File: src/rtl/upsample_2x.sv
// Streaming 2x nearest-neighbour upsampler: each input pixel becomes a 2x2 output block.
// One input row is captured in a line buffer while emitted twice per pixel, then replayed.
module upsample_2x #(
  parameter int OUT_WIDTH = 112
) (
  input  logic       clk,
  input  logic       rst,
  input  logic       frame_start,
  input  logic [7:0] pixel_in,
  input  logic       pixel_valid_in,
  output logic       pixel_ready_out,
  output logic [7:0] pixel_out,
  output logic       pixel_valid_out,
  input  logic       pixel_ready_in,
  output logic       sof_out,
  output logic       frame_done
);

  localparam int IN_WIDTH = OUT_WIDTH / 2;
  localparam int CW = $clog2(IN_WIDTH);
  localparam logic [CW-1:0] LAST = CW'(IN_WIDTH - 1);

  typedef enum logic {FILL, REPLAY} state_t;

  state_t        state, state_nxt;
  logic          phase, phase_nxt;
  logic [CW-1:0] col, col_nxt;
  logic [CW-1:0] row, row_nxt;
  logic [7:0]    hold, hold_nxt;
  logic [7:0]    pout_nxt;
  logic          vout_nxt, sof_nxt, done_nxt;
  // Marks that the output register holds the final pixel of the frame.
  logic          last_q, last_nxt;
  logic          can_load, in_xfer;

  logic [7:0] line_buf [IN_WIDTH];

  assign can_load        = !pixel_valid_out || pixel_ready_in;
  assign pixel_ready_out = !frame_start && (state == FILL) && !phase && can_load;
  assign in_xfer         = pixel_valid_in && pixel_ready_out;

  always_comb begin
    state_nxt = state;
    phase_nxt = phase;
    col_nxt   = col;
    row_nxt   = row;
    hold_nxt  = hold;
    pout_nxt  = pixel_out;
    vout_nxt  = pixel_valid_out;
    sof_nxt   = sof_out;
    last_nxt  = last_q;
    done_nxt  = pixel_valid_out && pixel_ready_in && last_q;

    if (frame_start) begin
      state_nxt = FILL;
      phase_nxt = 1'b0;
      col_nxt   = '0;
      row_nxt   = '0;
      vout_nxt  = 1'b0;
      sof_nxt   = 1'b0;
      last_nxt  = 1'b0;
      done_nxt  = 1'b0;
    end else if (can_load) begin
      case (state)
        FILL: begin
          if (!phase) begin
            if (in_xfer) begin
              pout_nxt  = pixel_in;
              hold_nxt  = pixel_in;
              vout_nxt  = 1'b1;
              sof_nxt   = (row == '0) && (col == '0);
              last_nxt  = 1'b0;
              phase_nxt = 1'b1;
            end else begin
              vout_nxt = 1'b0;
              sof_nxt  = 1'b0;
              last_nxt = 1'b0;
            end
          end else begin
            pout_nxt  = hold;
            vout_nxt  = 1'b1;
            sof_nxt   = 1'b0;
            last_nxt  = 1'b0;
            phase_nxt = 1'b0;
            if (col == LAST) begin
              col_nxt   = '0;
              state_nxt = REPLAY;
            end else begin
              col_nxt = col + 1'b1;
            end
          end
        end
        REPLAY: begin
          pout_nxt  = line_buf[col];
          vout_nxt  = 1'b1;
          sof_nxt   = 1'b0;
          phase_nxt = !phase;
          last_nxt  = phase && (col == LAST) && (row == LAST);
          if (phase) begin
            if (col == LAST) begin
              col_nxt   = '0;
              state_nxt = FILL;
              row_nxt   = (row == LAST) ? '0 : row + 1'b1;
            end else begin
              col_nxt = col + 1'b1;
            end
          end
        end
        default: state_nxt = FILL;
      endcase
    end
  end

  always_ff @(posedge clk or posedge rst) begin
    if (rst) begin
      state           <= FILL;
      phase           <= 1'b0;
      col             <= '0;
      row             <= '0;
      hold            <= '0;
      pixel_out       <= '0;
      pixel_valid_out <= 1'b0;
      sof_out         <= 1'b0;
      last_q          <= 1'b0;
      frame_done      <= 1'b0;
    end else begin
      state           <= state_nxt;
      phase           <= phase_nxt;
      col             <= col_nxt;
      row             <= row_nxt;
      hold            <= hold_nxt;
      pixel_out       <= pout_nxt;
      pixel_valid_out <= vout_nxt;
      sof_out         <= sof_nxt;
      last_q          <= last_nxt;
      frame_done      <= done_nxt;
    end
  end

  // Contents need no reset: every entry is written in FILL before REPLAY reads it.
  always_ff @(posedge clk) begin
    if (in_xfer) line_buf[col] <= pixel_in;
  end

endmodule

File: config.mk
export PLATFORM = sky130hd
export DESIGN_NAME = upsample_2x
export DESIGN_NICKNAME = d
export VERILOG_FILES = /design/src/rtl/upsample_2x.sv
export SDC_FILE = /design/constraint.sdc
export NUM_CORES = 1
export LEC_CHECK = 0
export ABC_AREA = 1
export CORE_MARGIN = 2
export CORE_UTILIZATION = 42
export DETAILED_ROUTE_END_ITERATION = 10
export PLACE_DENSITY = 0.7
export SLEW_MARGIN = 20
export SYNTH_ARGS = -nofsm -noshare
export SYNTH_HDL_FRONTEND = slang
export SYNTH_SLANG_ARGS = --single-unit
File: constraint.sdc
create_clock -name clk -period 2 [get_ports clk]
set_clock_uncertainty 0.1 [all_clocks]
set_input_delay 0.3 -clock clk [delete_from_list [all_inputs] [get_ports clk]]
set_output_delay 0.3 -clock clk [all_outputs]
set_load 0.02 [all_outputs]
### Word-level counts from Yosys, hierarchy flattened

Memory sizes are Yosys's and may differ from the RTL's.
Cells that the tools add are included.

* output and inout bits: 12
* bits in writable memories: 448
* bits in registers: 34
* memories: 1
* bits of input ports: 13
* logic and storage cells: 81

* add/subtract/negate cells: 2
* bitwise gates (word level): 3
* multiplexer cells: 39
* reductions and logical operators: 23
* eq/ne operators: 3

Memories
* line_buf: depth 56, bits a word 8, rd ports 1, clocked after memory_dff 0, wr ports 1, line 36 `logic [7:0] line_buf [IN_WIDTH];`

Operators by type and width (count)
* 2-to-1 mux 6 bit: 10
* 2-to-1 mux 1 bit: 21
* 2-to-1 mux 8 bit: 2
* case mux 8 bit (2 select lines): 1
* adder 6 x 1 -> 6 bit, second input constant: 2
* equality test 6 bit, second input constant: 2
* logical NOT 6 bit: 2
* case mux 1 bit (2 select lines): 5
* logical AND 1 bit: 9
* nonzero test 2 bit: 4
* AND reduction 5 bit: 1
* AND reduction 4 bit: 1
* logical NOT 1 bit: 3
* != test 3 bit, second input constant: 1
* NOT 1 bit: 3
* AND reduction 3 bit: 1
* AND reduction 2 bit: 1
* logical OR 1 bit: 1

### Longest topological paths before layout

Gate-level depths: netlist (run 1).

* depth in word-level cells: 10
* gate-level depth with buffers: 15
* mapped depth without buffers: 13

### Least setup slack after synthesis (run 1)

No wires, ideal clock.

* path type: reg-to-reg
* start: reg pixel_valid_out
* end: mem line_buf[39][0], enable pin
* required time: 1530 ps
* library setup time: 370 ps
* period minus slack after synthesis: 2457 ps
* buffers on the path: 1
* stages on the path, launching flop included: 9
* arrival: 1987 ps
* setup slack: -457 ps
* cells stage by stage: dfrtp_1 > nand2_1 > nand2_1 > nor3_2 > nand2_1 > inv_1 > buf_4 > nand2_1 > nor2_1

* longest elaborated chain between the ends: 6

Ends and longest elaborated chain
* from (decl): line 13 `output logic pixel_valid_out,`
* from (signal assigned): line 133 `pixel_valid_out <= vout_nxt;`
* logical NOT 1 bit: line 38 `assign can_load = !pixel_valid_out || pixel_ready_in;`
* logical OR 1 bit: line 38
* logical AND 1 bit: line 39 `assign pixel_ready_out = !frame_start && (state == FILL) && !phase && can_load;`
* named net pixel_ready_out: line 11 `output logic pixel_ready_out,`
* logical AND 1 bit: line 40 `assign in_xfer = pixel_valid_in && pixel_ready_out;`
* 2-to-1 mux 1 bit: line 142 `if (in_xfer) line_buf[col] <= pixel_in;`
* 2-to-1 mux 1 bit (not written as such): line 142
* to (decl): line 36

The timed path passes the listed nets, and every way through them passes these cells.

### Final worst setup path (run 1)

* start: reg col[0]
* end: reg pixel_out[1]

* longest elaborated chain between the ends: 2

Ends and longest elaborated chain
* from (decl): line 27 `logic [CW-1:0] col, col_nxt;`
* from (signal assigned): line 129 `col <= col_nxt;`
* memory read (56 x 8 bit)
* case mux 8 bit (2 select lines): line 64 `case (state)`
* to (signal assigned): line 132 `pixel_out <= pout_nxt;`
* to (decl): line 12 `output logic [7:0] pixel_out,`

No other way between the ends.
A chain may end at the register's enable or synchronous reset.

==> summary.md, run 1 <==
| Metric | Value |
|---|---|
| Initial DRC Count | slightly below 2k |
| RR Startpoint | col[0] |
| Slew @ Worst Pin | between 0.5 and 0.6 ns |
| R2R Path End | pixel_out[1] |
| Setup ws final | -0.219 ns |
| H-tree depth | 2 |
| Chip height | around 230 µm |
| Post-placement cell count | 2890 |
| Top post-synthesis cells by area | edfxtp_1, nand2_1, inv_1, nand3_1, dfrtp_1 |
| Min Tclk post-route | 2.22 ns |
| Vias in the first global route | around 15k |
| GRT Util Overall | 0.210 |
| Post-synth top area cell | edfxtp_1 |
| Remaining DRCs | 0 |
| Average size of a mapped cell | 9.91 µm² |
| # nets final | about 2.3k |
| Largest net degree at the start of global routing | 49 |
| Antenna-violating nets left | 0 |
| Final std cells w/o fill | between 3k and 4k |
| Final design utilization | 0.530 |
| Initial Util | 0.424 |
| Clk slew on worst S/H paths | 0.06 ns |
| Pwr per Cell Area | 895 mW/mm² |
| RSZ-0062 raised after global routing | true |
| Pint | 17.9 mW |
| Clk root buf | clkbuf_16 |
| DP HPWL | approximately 36000 µm |
| Failing checks | negative setup slack |
| GP Congestion | around 0.89 |
| Crit path from | col[0] |
| Synth top area share | 0.635 |
| Top post-synthesis cells by count | nand2_1, edfxtp_1, inv_1 |
| First-pass GRT wire length | ~83000 µm |
| Flop pwr share | 0.472 |
| Syn Std Cell Area | 0.0212 mm² |
| CP endpoint kind | flip-flop |
| Net Sw Frac | 0.247 |
| Initial antenna violation count | 0 |
| Clk_lat worst skew | just under 0.6 ns |
| R2R setup slack | -0.22 ns |
| Fmax | 451 MHz |
| Leakage power | 11.3 nW |
| Congestion Overflow GR | 0 |
| Slew margin rel. | 0.644 |
| Final critical-path share of the clock period | 1.11 |
| Max Slew Vio Count | 0 |
| Die Wd | between 200 and 250 µm |
| Vias | approximately 15k |
| Synth unique cells | 29 |
| CTS tree | yes |
| Iteration count of the initial detailed-routing pass | 5 |
| Crit path max fanout | 10 |
| Worst hold path class | in2reg |
| Worst Path Arrival | between 2 and 3 ns |
| Max-cap viol count | 0 |
| DIE AREA | around 0.052 mm² |
| Clk sinks | between 400 and 500 |
| Post-synth EDFFs | between 400 and 500 |
| Count leader, synth | nand2_1 |
| Most used DFF post-synth | edfxtp_1 |
| Routed WL per cell | 19.0 µm |
| Routed WL | approximately 57000 µm |
| Antenna cells | 0 |
| FP Rows | 82 |
| CP startpoint kind | flip-flop |
| # IOs | 25 |
| Register area share after synthesis | 0.675 |
| Combinational Power Share | 0.141 |
| Count of final setup violators | roughly 160 |
| Peak supply drop | 0.688 mV |
| Switching power | approximately 5.9 mW |
| Vias/cell | 5.09 |
| Syn Nets | ~2.2k |
| Hold slack | approximately 0.012 ns |
| Bufs on Longest Clock Path | 3 |
| Worst r2r path cells | 12 |
| Area Growth Syn to Fin | 25.1% |
| Share of layout cells above drive strength 1 | 0.189 |
| Hold path startpoint | pixel_in[3] |
| End point of the critical path | pixel_out[1] |
| Post-Syn Instances | roughly 2.1k |
| Port Buffer Count | 24 |
| Ys async rst share | 0.0705 |
| Critical path class | reg2reg |
| Worst Path Required | ~2.4 ns |
| Final Hold Fails | 0 |
| Status | finished with violations |
| Clk pwr share | 0.387 |
| Cts bufs inserted | 48 |
| CORE AREA | between 0.04 and 0.05 mm² |
| Syn. warnings | 0 |
| Yosys reg bits | 482 |
==> critical path, cell delays in order (launching register included) <==
cell and delay [ns]:
dfrtp_4 0.53, buf_12 0.18, buf_8 0.13, buf_6 0.15, or2_0 0.22, nand3_1 0.09, nand2_2 0.10, o21ai_2 0.16
nand2_2 0.09, nor2_2 0.14, nand2_2 0.11, nand2_2 0.08, nand2_1 0.05
==> area by class of cell <==
class | instances | area, µm²
fillers | 4088 | 23500
repair buffers | 207 | 2460
repair inverters | 1 | 11.3
clock buffers | 58 | 1260
well taps | 672 | 841
clock inverters | 31 | 332
flip-flops and latches | 482 | 14300
multi-input cells | 1195 | 5850
inverters | 376 | 1430
==> registers in the layout (all words and copies together) (netlist names) <==
signal           count
line_buf           448
hold                 8
pixel_out            8
col                  6
row                  6
frame_done           1
last_q               1
phase                1
pixel_valid_out      1
sof_out              1
state                1
==> worst min-delay path by stage <==
stage | end | slack, ns | cells past startpoint
4_1_cts | line_buf[14][3] | 0.003 | 1
6_report | line_buf[27][3] | 0.01 | 1
5_1_grt | line_buf[14][3] | 0.01 | 1
3_5_place_dp | hold[6] | 0.37 | 2
3_3_place_gp | hold[2] | 0.36 | 2
2_1_floorplan | frame_done | 0.27 | 1
==> cell families after synthesis <==
group,Yosys count,share of synthesized area
AO/OA/AOI/OAI,86,0.0208
XOR/XNOR,1,0.000413
buffers and inverters,461,0.0883
flip-flops,482,0.675
adder cells (fa/ha/maj),4,0.00236
AND/OR/NAND/NOR,1104,0.213
==> power groups by stage <==
| stage | Sequential, mW | Clock, mW | Combinational [mW] |
|---|---|---|---|
| after floorplan | 11.4 | 0 | 1.42 |
| after global placement | 11.4 | 0 | 2.54 |
| after detailed placement | 11.4 | 0 | 2.57 |
| after CTS | 11.2 | 9.28 | 2.77 |
| after global routing | 11.2 | 9.69 | 3.58 |
| final | 11.2 | 9.18 | 3.35 |
==> cells in the final DEF (no fill, tap or decap), drive strengths merged, types with 2 or more instances in the layout <==
master,instances
bufbuf,2
edfxtp,448
o21ai,62
nor2,125
nor3,4
buf,181
inv,378
dlymetal6s2s,2
nand4,4
nand3,196
clkdlybuf4s50,13
bufinv,7
clkinvlp,2
dfrtp,34
a21oi,21
or2,31
ha,4
clkinv,21
clkbuf,66
nand2,744
==> metrics by stage <==
stage,cell area (µm²),setup TNS [ns],setup WS (ns),power [mW]
after floorplan,21700,-56.42,-0.162,12.9
after global placement,23800,-184.27,-0.464,13.9
after detailed placement,23800,-182.83,-0.444,14.0
after CTS,25700,-2.98,-0.220,23.3
after global routing,26500,-19.31,-0.291,24.5
final,26500,-4.84,-0.219,23.7
==> layer usage <==
metal  vias up  part of all wire  global-route usage
met5         -                 0                   0
met3       117              0.10              0.0402
met1      7308              0.40               0.285
met4         0             0.034              0.0833
met2       801              0.46               0.333
li1       7147                 -                   -
==> timing repair <==
item | in CTS | in global routing
setup buffers | 9 | 23
hold endpoints to repair | 34 | 0
hold buffers | 1 | 0
pin swaps | 8 | 84
gates resized for setup | 45 | 155
endpoints found under the setup margin | 414 | 387
cloned | 4 | 11
No activity file was read; power rests on OpenSTA's default activity.
==> run 2: changes to the inputs <==
--- a/config.mk
+++ b/config.mk
@@ -8,9 +8,11 @@
 export ABC_AREA = 1
 export CORE_MARGIN = 2
 export CORE_UTILIZATION = 42
+export CTS_BUF_LIST = sky130_fd_sc_hd__clkbuf_2
+export CTS_CLUSTER_SIZE = 24
 export DETAILED_ROUTE_END_ITERATION = 10
 export PLACE_DENSITY = 0.7
-export SLEW_MARGIN = 20
+export SLEW_MARGIN = 10
 export SYNTH_ARGS = -nofsm -noshare
 export SYNTH_HDL_FRONTEND = slang
 export SYNTH_SLANG_ARGS = --single-unit
==> summary.md, run 2 (synthesized netlist as in run 1, its figures left out) <==
| Metric | Value |
|---|---|
| Status | finished with violations |
| Failing checks | negative setup slack |
| Iteration count of the initial detailed-routing pass | 6 (+1) |
| Fmax | 417 MHz (-7.4%) |
| Reg with most FFs | line_buf |
| Leakage power | 12.1 nW (+7.0%) |
| Initial DRC Count | 2126 (+7.4%) |
| Setup ws final | -0.396 ns (-0.178 ns) |
| Port Buffer Count | 24 (unchanged) |
| First-pass GRT wire length | 90600 µm (+8.8%) |
| Final critical-path share of the clock period | 1.20 (+0.0888) |
| Cts bufs inserted | 113 (+140%) |
| CP startpoint kind | flip-flop |
| # fillers | 3875 (-5.2%) |
| Clk slew on worst S/H paths | 0.10 ns (+0.04 ns) |
| Peak supply drop | 0.354 mV (-48%) |
| R2R Path End | pixel_out[2] |
| Post-placement cell count | 2890 (unchanged) |
| Worst hold path class | in2reg |
| Hold path startpoint | pixel_ready_in |
| Vias/cell | 5.20 (+2.1%) |
| Critical path class | reg2reg |
| Clk_lat worst skew | 1.10 ns (+0.51 ns) |
| RR Startpoint | col[0] |
| R2R setup slack | -0.40 ns (-0.18 ns) |
| Congestion Overflow GR | 0 (unchanged) |
| Count of final setup violators | 187 (+18%) |
| Crit path max fanout | 8 (-2) |
| Share of layout cells above drive strength 1 | 0.299 (+0.111) |
| Biggest registers after layout | line_buf: 448 flops, hold: 8 flops, pixel_out: 8 flops |
| Max reg flops | 448 (unchanged) |
| Remaining DRCs | 0 (unchanged) |
| Antenna-violating nets left | 0 (unchanged) |
| CTS tree | yes |
| GRT Util Overall | 0.229 (+0.0190) |
| FP Rows | 82 (unchanged) |
| Final std cells w/o fill | 3231 (+6.9%) |
| Initial Util | 0.424 (unchanged) |
| Storage cell area | 0.0143 mm² (about the same) |
| Pwr per Cell Area | 793 mW/mm² (-11%) |
| Max-cap viol count | 0 (unchanged) |
| Slew @ Worst Pin | 0.542 ns (+0.00855 ns) |
| Final design utilization | 0.558 (+0.0279) |
| RSZ-0062 raised after global routing | true |
| Area Growth Syn to Fin | 31.6% |
| Routed WL | 64200 µm (+12%) |
| Worst hold stages | 6 (+5) |
| Bufs on Longest Clock Path | 3 (unchanged) |
| Min-Delay Endpoint | phase |
| Worst setup slack after placement | -0.444 ns (unchanged) |
| H-tree depth | 3 (+1) |
| DP HPWL | 36100 µm (unchanged) |
| # IOs | 25 (unchanged) |
| Die Wd | 229 µm (unchanged) |
| Vias | 16.8k (+9.2%) |
| Min Tclk post-route | 2.40 ns (+0.178 ns) |
| CP endpoint kind | flip-flop |
| Largest net degree at the start of global routing | 49 (unchanged) |
| Worst Path Required | 2.83 ns (+0.45 ns) |
| Clk root buf | clkbuf_2 |
| Clk sinks | 482 (unchanged) |
| Commonest non-fill, non-tap cell in the layout | nand2_1 |
| Max Slew Vio Count | 0 (unchanged) |
| CORE AREA | 0.0500 mm² (unchanged) |
| GP Congestion | 0.893 (unchanged) |
| Initial antenna violation count | 3 (+3) |
| Chip height | 229 µm (unchanged) |
| Area of the multi-input gates | 0.00644 mm² (+10%) |
| Final Hold Fails | 0 (unchanged) |
| Vias in the first global route | 16.1k (+9.1%) |
| # nets final | 2476 (+6.4%) |
| DIE AREA | 0.0523 mm² (unchanged) |
| Slew margin rel. | 0.639 (-0.00570) |
| Routed WL per cell | 19.9 µm (+4.7%) |
| Most frequent cells in the layout | nand2_1, edfxtp_1, inv_1 |
| Worst r2r path cells | 14 (+2) |
| Worst Path Arrival | 3.23 ns (+0.63 ns) |
[run 2: worst max-delay path: stages (launching register included)]
cell and delay (ns):
dfrtp_4 0.45, buf_12 0.15, buf_16 0.18, buf_16 0.18, clkbuf_16 0.19, buf_4 0.11
nand2_1 0.05, nand3_1 0.09, nand2_2 0.10, o21ai_2 0.15, nand2_1 0.19, nor2_2 0.15
nand2_2 0.08, nand2_1 0.06, nand2_1 0.05
[run 2: timing repair]
| item | CTS | global route |
|---|---|---|
| hold buffers | 18 | 0 |
| cloned | 17 | 16 |
| buffers inserted | 61 | 32 |
| pin swaps | 95 | 130 |
| gates resized for setup | 284 | 220 |
| endpoints found under the setup margin | 343 | 482 |
| endpoints found under the hold margin | 510 | 0 |
[run 2: how the worst max path moves through the flow]
stage,start,cells after the start,to
2_1_floorplan,pixel_valid_out,8,line_buf[48][0]
5_1_grt,pixel_valid_out,5,pixel_ready_out
4_1_cts,pixel_valid_out,5,pixel_ready_out
6_report,col[0],14,pixel_out[2]
3_3_place_gp,pixel_ready_in,10,line_buf[28][0]
3_5_place_dp,pixel_ready_in,10,line_buf[28][5]
[run 2: per-stage QoR]
step                setup TNS [ns]  total power, mW  area, µm²  hold slack (ns)
detailed placement         -182.83             14.0      23800            0.366
finish                      -28.94             22.1      27900            0.105
CTS                         -28.35             21.4      26700           0.0115
global placement           -184.27             13.9      23800            0.362
global route                -40.52             22.9      27900           0.0374
floorplan                   -56.42             12.9      21700            0.266
[run 2: area by class of cell]
class                      instances  share of cell area
antenna                            4            0.000359
clock buffer                     174              0.0312
clock inverter                    37             0.00740
inverter                         376              0.0518
multi-input combinational       1195               0.231
sequential                       482               0.513
tap                              672              0.0301
timing repair buffer             290               0.135
timing repair inverter             1            0.000404
[run 2: where the power goes]
group          internal, mW  leakage [nW]  switching, mW
combinational          2.02          6.80           2.41
clock                  2.58         0.831           3.92
sequential             11.1          4.46         0.0746
total                  15.7          12.1           6.41
[run 2: layer usage]
metal  global-route usage  up-vias  wire, µm  share of wire
met5                    0        -         0              0
met2                0.362     1070     29600           0.46
met1                0.302     7955     24600           0.38
li1                     -     7545         -              -
met3               0.0477      217      6890           0.11
met4                0.109        0      3110          0.048
==> run 3: changes to the inputs <==
--- a/config.mk
+++ b/config.mk
@@ -6,6 +6,7 @@
 export NUM_CORES = 1
 export LEC_CHECK = 0
 export ABC_AREA = 1
+export CAP_MARGIN = 20
 export CORE_MARGIN = 2
 export CORE_UTILIZATION = 42
 export CTS_BUF_LIST = sky130_fd_sc_hd__clkbuf_2
==> results of run 3 <==
No change in the layout: final DEF, timing and power equal those of run 2.
